`config.mk`:
```
export PLATFORM = sky130hd
export DESIGN_NAME = tpu_sched
export DESIGN_NICKNAME = d
export VERILOG_FILES = /design/src/rtl/tpu_sched_pkg.sv /design/src/rtl/tpu_sched_issue_queue.sv /design/src/rtl/tpu_sched.sv
export SDC_FILE = /design/constraint.sdc
export NUM_CORES = 1
export LEC_CHECK = 0
export ABC_AREA = 1
export BUFFER_PORTS_ARGS = -buffer_cell sky130_fd_sc_hd__buf_2
export CORE_MARGIN = 2
export CORE_UTILIZATION = 53
export DETAILED_ROUTE_END_ITERATION = 12
export HOLD_SLACK_MARGIN = 0.03
export MAX_ROUTING_LAYER = met4
export PLACE_DENSITY_LB_ADDON = 0.08
export SLEW_MARGIN = 20
export SYNTH_ARGS = -nofsm -noshare
export SYNTH_HDL_FRONTEND = slang
export SYNTH_SLANG_ARGS = --single-unit
```
`constraint.sdc`:
```
create_clock -name clock -period 1.8 [get_ports clock]
set_input_delay 0.09 -clock clock [delete_from_list [all_inputs] [get_ports clock]]
set_output_delay 0.09 -clock clock [all_outputs]
set_load 0.01 [all_outputs]
```
`src/rtl/tpu_sched_pkg.sv`:
```
// Shared types and default sizes for the TPU scheduler slice.
package tpu_sched_pkg;

    localparam int WIDTH_ID    = 8;
    localparam int WIDTH_ISSUE = 4;
    localparam int NUM_TPU_DEF = 4;
    localparam int DEPTH_Q_DEF = 4;

    typedef logic [WIDTH_ID-1:0]    id_t;
    typedef logic [WIDTH_ISSUE-1:0] issue_no_t;

    typedef enum logic {
        IDLE,
        REQ
    } sched_state_t;

    typedef struct packed {
        id_t       thread_id;
        issue_no_t issue_no;
    } sched_entry_t;

endpackage

```
`src/rtl/tpu_sched_issue_queue.sv`:
```
// Issue FIFO: holds {thread id, issue no} entries waiting for a free TPU.
// Full/empty are registered from the next count so they describe the
// queue as it stands at the start of each cycle.
module tpu_sched_issue_queue
    import tpu_sched_pkg::*;
#(
    parameter int DEPTH = DEPTH_Q_DEF
) (
    input  logic         clock,
    input  logic         reset,
    input  logic         push,
    input  sched_entry_t push_data,
    input  logic         pop,
    output sched_entry_t head,
    output logic         full,
    output logic         empty
);
    localparam int AW = $clog2(DEPTH);

    sched_entry_t  mem [DEPTH];
    logic [AW-1:0] wr_ptr;
    logic [AW-1:0] rd_ptr;
    logic [AW:0]   count;
    logic [AW:0]   count_next;
    logic          push_ok;
    logic          pop_ok;

    // A push while full is dropped even if a pop lands in the same cycle.
    assign push_ok = push && !full;
    assign pop_ok  = pop && !empty;
    assign head    = mem[rd_ptr];

    // Occupancy after this cycle's push/pop.
    always_comb begin
        count_next = count + (AW+1)'(push_ok) - (AW+1)'(pop_ok);
    end

    // Entry storage; contents are meaningless while empty so no reset.
    always_ff @(posedge clock) begin
        if (push_ok)
            mem[wr_ptr] <= push_data;
    end

    // Pointers, count and status flags.
    always_ff @(posedge clock or posedge reset) begin
        if (reset) begin
            wr_ptr <= '0;
            rd_ptr <= '0;
            count  <= '0;
            full   <= 1'b0;
            empty  <= 1'b1;
        end else begin
            if (push_ok)
                wr_ptr <= wr_ptr + 1'b1;
            if (pop_ok)
                rd_ptr <= rd_ptr + 1'b1;
            count <= count_next;
            full  <= (count_next == (AW+1)'(DEPTH));
            empty <= (count_next == '0);
        end
    end

endmodule

```
`src/rtl/tpu_sched.sv`:
```
// TPU scheduler: queues issued threads, assigns each to a free TPU by
// round-robin, handshakes with the dispatcher, and turns TPU completion
// pulses into commit requests carrying the original issue number.
//
// state | meaning
// ------+-----------------------------------------------------------
// IDLE  | no dispatch outstanding; looking for head entry + free TPU
// REQ   | O_Req_Dispatch held with latched thread/TPU until acked
module tpu_sched
    import tpu_sched_pkg::*;
#(
    parameter int NUM_TPU = NUM_TPU_DEF,
    parameter int DEPTH_Q = DEPTH_Q_DEF
) (
    input  logic                   clock,
    input  logic                   reset,
    input  logic                   I_Req_Issue,
    input  logic [WIDTH_ID-1:0]    I_ThreadID,
    input  logic [WIDTH_ISSUE-1:0] I_IssueNo,
    output logic                   O_Stall,
    output logic                   O_Empty,
    output logic                   O_Req_Dispatch,
    output logic [WIDTH_ID-1:0]    O_ThreadID,
    output logic [NUM_TPU-1:0]     O_TPU_Sel,
    input  logic                   I_Ack_Dispatch,
    input  logic [NUM_TPU-1:0]     I_Done,
    output logic                   O_Req_Commit,
    output logic [WIDTH_ISSUE-1:0] O_IssueNo,
    output logic [NUM_TPU-1:0]     O_Busy
);
    localparam int PTR_W = $clog2(NUM_TPU);
    typedef logic [PTR_W-1:0] tpu_idx_t;

    sched_state_t       state;
    sched_entry_t       push_entry;
    sched_entry_t       head;
    logic               ack_fire;
    tpu_idx_t           rr_ptr;
    tpu_idx_t           sel_idx;
    tpu_idx_t           rr_idx;
    logic               rr_found;
    logic [PTR_W:0]     rr_cand;
    issue_no_t          lat_issue;
    issue_no_t          slot_q [NUM_TPU];
    logic [NUM_TPU-1:0] busy_q;
    logic [NUM_TPU-1:0] pend_q;
    logic [NUM_TPU-1:0] pend_eff;
    logic [NUM_TPU-1:0] pend_clr;
    tpu_idx_t           pend_idx;
    logic               pend_any;

    assign ack_fire = (state == REQ) && I_Ack_Dispatch;
    assign O_Busy   = busy_q;

    // Pack the incoming request into a queue entry.
    always_comb begin
        push_entry.thread_id = I_ThreadID;
        push_entry.issue_no  = I_IssueNo;
    end

    tpu_sched_issue_queue #(
        .DEPTH (DEPTH_Q)
    ) u_queue (
        .clock     (clock),
        .reset     (reset),
        .push      (I_Req_Issue),
        .push_data (push_entry),
        .pop       (ack_fire),
        .head      (head),
        .full      (O_Stall),
        .empty     (O_Empty)
    );

    // First free TPU at or after the round-robin pointer, wrapping around.
    always_comb begin
        rr_found = 1'b0;
        rr_idx   = '0;
        rr_cand  = '0;
        for (int k = 0; k < NUM_TPU; k++) begin
            rr_cand = {1'b0, rr_ptr} + (PTR_W+1)'(k);
            if (rr_cand >= (PTR_W+1)'(NUM_TPU))
                rr_cand = rr_cand - (PTR_W+1)'(NUM_TPU);
            if (!rr_found && !busy_q[rr_cand[PTR_W-1:0]]) begin
                rr_found = 1'b1;
                rr_idx   = rr_cand[PTR_W-1:0];
            end
        end
    end

    // Lowest-index pending completion, including dones arriving this cycle,
    // so a lone done commits on the very next cycle.
    always_comb begin
        pend_eff = pend_q | (I_Done & busy_q);
        pend_idx = '0;
        pend_any = 1'b0;
        for (int k = NUM_TPU - 1; k >= 0; k--) begin
            if (pend_eff[k]) begin
                pend_any = 1'b1;
                pend_idx = tpu_idx_t'(k);
            end
        end
        pend_clr           = '0;
        pend_clr[pend_idx] = pend_any;
    end

    // Dispatch FSM: latch head and target TPU, hold the request until ack.
    always_ff @(posedge clock or posedge reset) begin
        if (reset) begin
            state          <= IDLE;
            O_Req_Dispatch <= 1'b0;
            O_ThreadID     <= '0;
            O_TPU_Sel      <= '0;
            lat_issue      <= '0;
            sel_idx        <= '0;
            rr_ptr         <= '0;
        end else begin
            case (state)
                IDLE: begin
                    if (!O_Empty && rr_found) begin
                        state          <= REQ;
                        O_Req_Dispatch <= 1'b1;
                        O_ThreadID     <= head.thread_id;
                        lat_issue      <= head.issue_no;
                        O_TPU_Sel      <= {{(NUM_TPU-1){1'b0}}, 1'b1} << rr_idx;
                        sel_idx        <= rr_idx;
                    end
                end
                REQ: begin
                    if (I_Ack_Dispatch) begin
                        state          <= IDLE;
                        O_Req_Dispatch <= 1'b0;
                        O_TPU_Sel      <= '0;
                        rr_ptr         <= (sel_idx == tpu_idx_t'(NUM_TPU - 1)) ?
                                          '0 : sel_idx + 1'b1;
                    end
                end
                default: state <= IDLE;
            endcase
        end
    end

    // Issue number of the thread running on each TPU; only read while busy
    // or pending, so it needs no reset.
    always_ff @(posedge clock) begin
        if (ack_fire)
            slot_q[sel_idx] <= lat_issue;
    end

    // Busy/pending bookkeeping and one commit pulse per cycle.
    always_ff @(posedge clock or posedge reset) begin
        if (reset) begin
            busy_q       <= '0;
            pend_q       <= '0;
            O_Req_Commit <= 1'b0;
            O_IssueNo    <= '0;
        end else begin
            busy_q       <= (busy_q & ~I_Done) | (ack_fire ? O_TPU_Sel : '0);
            pend_q       <= pend_eff & ~pend_clr;
            O_Req_Commit <= pend_any;
            if (pend_any)
                O_IssueNo <= slot_q[pend_idx];
        end
    end

endmodule

```
==> results.cfg, run 1 <==
[cells_and_area]
antenna_cells = 0
multi_input_area_sq_um = 1420
syn_to_final_growth_pct = 19.3
nNetsFinal = 544
fin_util_pct = 65.9
drive_gt1_share_pct = 20.3
seqCellArea_sq_um = 3030
fill_cells = 651

[floorplanning]
die_area_sq_um = 9420
start_util_pct = 55.3
die_x_um = 97.0
row_count = 33
die_h_um = 97.0
boundaryPins = 44
core_area_sq_um = 8300

[detailed_routing]
wl_um = 8490
dr.pass1.iters = 4
vias_per_cell = 5.07
antenna_left = 0
wl_per_cell_um = 13.6
first_iter_violations = 91
drcViolationCount = 0
num_vias = 3160

[global_routing]
grt_pass1_vias = 3225
gr-usage-all-layers_pct = 19.5
grt_max_degree = 33
overflow = 0
grt_pass1_wl_um = 14600
antenna_found_initial = 0

[placement]
pre_cts_ws_ns = -0.120
place.gp.congestion = 0.837
dpl.hpwl_um = 5820
port_buffers = 43

[clocking]
numCtsBuffers = 9
clkSlewWorstSetupHoldPaths_ns = 0.10
cts.htree.levels = 3
clk_latency_ns = 0.36
cts_tree = yes
cts_sinks = 108
cts_root_buffer = clkbuf_8
clock_path_buffers = 2

[setup_path]
crit_fanout = 3
cp.required_ns = 2.09
r2r_slack_ns = -0.07
critPathKind = reg2reg
cp.arrival_ns = 2.16
start_kind = register
end_kind = register

[timing]
rsz0062_at_grt = true
finalMaxSlewViolations = 0
fin_ws_ns = -0.0712
fin_skew_ns = 0.00711
worst_pin_slew_ns = 0.669
setup_viol = 3
slew_headroom_pct = 55.3
finalCritPeriodShare_pct = 104
hold_violations = 0
layout_min_cycle_time_ns = 1.87
fmax_ghz = 0.534

[yosys]
synth_warnings = 0
synthArstFlopShare_pct = 40.7
postSynthAreaPerCell_sq_um = 10.6
syn_nets = 465
synth_seq_cells = 108
yosysTopAreaCell = edfxtp_1
yosysUniqueCellTypes = 33
synth_edf_count = 64
synth_area_sq_um = 4590
ys_seq_area_share_pct = 65.9
yosysTopAreaCellShare_pct = 41.9
synthTopCellsByCount = 111 x nand2_1, 64 x edfxtp_1, 48 x nor2_1, 43 x dfrtp_1, 37 x o21ai_0
synth_ff_type = edfxtp_1
yosysMostFrequentCell = nand2_1
synth_cells = 434
yosys-top-cells-area = edfxtp_1 42%, dfrtp_1 23%, nand2_1 9.1%

[power_and_ir_drop]
leakage_nw = 2.47
pwr_density_cell_nw_per_um2 = 1650
irDropWorstVdd_mv = 0.705

[outcome]
violations = negative setup slack
status = finished with violations

[hold_path]
min_path_type = in2reg

[job]
maxCapViolCount = 0
state kept, by name (all words and copies together), names as in the netlist, 3 cells and up:
| register | cells |
|---|---|
| O_IssueNo | 4 |
| slot_q | 16 |
| lat_issue | 4 |
| pend_q | 4 |
| u_queue.count | 3 |
| u_queue.mem | 48 |
| O_TPU_Sel | 4 |
| O_ThreadID | 8 |
| O_Busy | 4 |
worst paths after layout:
check                         startpoint                to  cells past startpoint
min in group asynchronous          reset      O_TPU_Sel[1]                      3
hold / removal               I_Req_Issue  u_queue.count[0]                      4
setup / recovery           u_queue.empty     u_queue.empty                      8
max in group asynchronous          reset         rr_ptr[0]                      4
setup reg to reg           u_queue.empty     u_queue.empty                      8
hold reg to reg            O_ThreadID[7]     O_ThreadID[7]                      2
layout make-up:
| type | instances | share of cell area [%] |
|---|---|---|
| inverter | 39 | 2.77 |
| tap | 105 | 2.40 |
| clock buffer | 10 | 2.33 |
| multi-input combinational | 274 | 25.9 |
| timing repair buffer | 81 | 10.0 |
| sequential | 108 | 55.3 |
| clock inverter | 6 | 1.33 |
layer usage:
layer	GRT usage [%]	wire, um	vias to the layer above
met1	24.6	3840	1496
li1	-	-	1594
met3	3.03	258	12
met4	6.61	117	0
met5	-	0	-
met2	32.5	4280	58
cell families after synthesis:
logic type,count (synthesis),synth area share (%)
buffers and inverters,52,4.69
AOI/OAI and AO/OA,62,7.39
adders and majority gates,11,3.16
other,1,0.0817
and+or+nand+nor,195,17.8
xor gates and xnor gates,5,0.954
DFF,108,65.9
cells in the final DEF (no fill, tap or decap), types with 9 or more instances in the layout:
cell	count
nand2_1	109
edfxtp_1	64
nor2_1	47
buf_2	43
dfrtp_1	42
o21ai_0	37
inv_1	34
nand3_1	22
buf_4	19
dlygate4sd3_1	18
o22ai_1	12
clkbuf_8	9
critical path, cell delays in order, from the launching register on:
cell	delay (ns)
dfstp_2	0.56
nor2_4	0.04
ha_4	0.26
inv_2	0.04
ha_4	0.15
fa_2	0.34
xor2_2	0.17
buf_4	0.15
nor3_2	0.09
power by group:
part           internal [W]  leakage (nW)  switching (W)
Clock              0.000659         0.102       0.000811
Sequential          0.00340          1.13       0.000385
Combinational       0.00145          1.24        0.00230
Total               0.00552          2.47        0.00350
per-stage QoR:
stage	TNS, ns	instance area (sq um)	power (W)	hold WS [ns]	instances
after floorplan	-0.0603	4600	0.00623	0.186	434
after detailed placement	-0.120	5000	0.00727	0.233	586
after global routing	-0.370	5470	0.00975	0.254	623
final	-0.146	5470	0.00902	0.232	623
after CTS	-0.0681	5400	0.00886	0.194	621
after global placement	-0.0280	5000	0.00716	0.233	586
repair_timing:
item / in CTS / in global routing
gates resized for setup: 2 / 14
pin swaps: 4 / 2
setup endpoints to repair: 2 / 25
hold buffers: 18 / 0
endpoints found under the hold margin: 84 / 0
buffers inserted: 1 / 2
No activity file was read; power rests on OpenSTA's default activity.
==> inputs of run 2 (changes only) <==
- CELL_PAD_IN_SITES_DETAIL_PLACEMENT: not set -> 1
- CELL_PAD_IN_SITES_GLOBAL_PLACEMENT: not set -> 1
- CORE_UTILIZATION: 53 -> 42
==> results.cfg, run 2 (synthesis gave the netlist of run 1 again) <==
[cells_and_area]
final_common_cell = nand2_1
regMostFlops = u_queue.mem
syn_to_final_growth_pct = 19.6
stdcell_count = 657
final_cell_mix = 110 x nand2_1, 64 x edfxtp_1, 46 x nor2_1, 43 x buf_2, 41 x dfrtp_1
largest_reg_flops = 48
reg_top3 = u_queue.mem: 48 flops, slot_q: 16 flops, O_ThreadID: 8 flops
nNetsFinal = 543
drive_gt1_share_pct = 19.3
antenna_cells = 0

[timing]
finalMaxSlewViolations = 0
hold_violations = 0
setup_viol = 1
fin_skew_ns = 0.00913
whs_ns = 0.208
fin_ws_ns = -0.0690
layout_min_cycle_time_ns = 1.87
finalCritPeriodShare_pct = 104
rsz0062_at_grt = true
fmax_ghz = 0.535

[clocking]
cts.htree.levels = 3
clkSlewWorstSetupHoldPaths_ns = 0.09
numCtsBuffers = 9
cts_tree = yes
clk_latency_ns = 0.36
clock_path_buffers = 2
cts_root_buffer = clkbuf_8
cts_sinks = 108

[setup_path]
critPathKind = reg2reg
r2r_slack_ns = -0.07
start_kind = register
cp_cell_sequence = nor2_2, ha_1, inv_1, ha_2, fa_2, xor2_2, nor3b_2
cp.required_ns = 2.05
crit_fanout = 3
critical_path.max_stage_delay_ns = 0.55
slowest_stage = dfstp_2
end_kind = register
cp.arrival_ns = 2.12

[floorplanning]
core_area_sq_um = 10700
start_util_pct = 42.7
boundaryPins = 44
row_count = 38
die_x_um = 109
die_area_sq_um = 11800
die_h_um = 109

[outcome]
status = finished with violations
violations = negative setup slack

[detailed_routing]
antenna_left = 0
wl_per_cell_um = 14.4
vias_per_cell = 4.80
dr.pass1.iters = 4
num_vias = 3153
wl_um = 9470
first_iter_violations = 108
drcViolationCount = 0

[power_and_ir_drop]
pwr_density_cell_nw_per_um2 = 1620
irDropWorstVdd_mv = 0.702
leakage_nw = 2.46

[global_routing]
grt_pass1_wl_um = 15700
grt_pass1_vias = 3245
gr-usage-all-layers_pct = 17.8
overflow = 0
grt_max_degree = 27
antenna_found_initial = 0

[job]
maxCapViolCount = 0

[hold_path]
min_path_type = in2reg

[placement]
dpl.hpwl_um = 6820
port_buffers = 43
dpl.cell_count = 622
place.gp.congestion = 0.805
[run 2: layer usage]
layer	global-route usage, %	part of all wire (%)	up-vias	routed length, um
met3	3.07	2.2	8	210
met5	-	0	-	0
met2	30.4	51	33	4810
li1	-	-	1588	-
met4	5.59	1.1	0	107
met1	21.7	46	1524	4350
[run 2: cell type report]
type / instances / area, sq um
timing repair buffer: 80 / 546
inverter: 39 / 154
fill: 1202 / 5260
sequential: 108 / 3030
tap: 140 / 175
clock buffer: 11 / 131
clock inverter: 5 / 58.8
multi-input combinational: 274 / 1400
[run 2: per-stage QoR]
| stage | area, sq um | total power, W | worst slack, ns | setup TNS [ns] | utilization [%] |
|---|---|---|---|---|---|
| 6_report | 5490 | 0.00891 | -0.0690 | -0.0690 | 51.1 |
| 5_1_grt | 5490 | 0.00969 | -0.130 | -0.201 | 51.1 |
| 4_1_cts | 5440 | 0.00893 | -0.0975 | -0.185 | 50.6 |
| 3_5_place_dp | 5050 | 0.00739 | -0.116 | -0.162 | 47.0 |
| 3_3_place_gp | 5050 | 0.00722 | -0.0292 | -0.0292 | 47.0 |
| 2_1_floorplan | 4600 | 0.00623 | -0.0603 | -0.0603 | - |
[run 2: path summary, 6_finish.rpt]
kind,start,end,cells past startpoint
setup reg to reg,u_queue.empty,u_queue.full,7
hold / removal,I_Req_Issue,u_queue.wr_ptr[0],5
min in group asynchronous,reset,O_TPU_Sel[1],3
setup / recovery,u_queue.empty,u_queue.full,7
max in group asynchronous,reset,u_queue.empty,4
hold reg to reg,O_ThreadID[6],O_ThreadID[6],2
[run 2: what timing repair did]
item,in CTS,in global routing
resized for setup,2,14
hold buffers,18,0
endpoints found under the setup margin,2,24
setup buffers,0,1
endpoints found under the hold margin,68,0
pin swaps,3,1
cloned,0,0
[run 2: critical path: cells and delay by family, from the launching register on]
kind,cells,cell delay (ns)
flip-flops,1,0.55
buffers and inverters,1,0.04
AND/OR/NAND/NOR,2,0.21
XOR/XNOR,1,0.20
adder cells (fa/ha/maj),3,0.77
[run 2: power by group]
| part | total, W | switching [W] | internal (W) |
|---|---|---|---|
| clock | 0.00146 | 0.000808 | 0.000651 |
| sequential | 0.00378 | 0.000378 | 0.00341 |
| combinational | 0.00367 | 0.00233 | 0.00134 |
| total | 0.00891 | 0.00351 | 0.00540 |
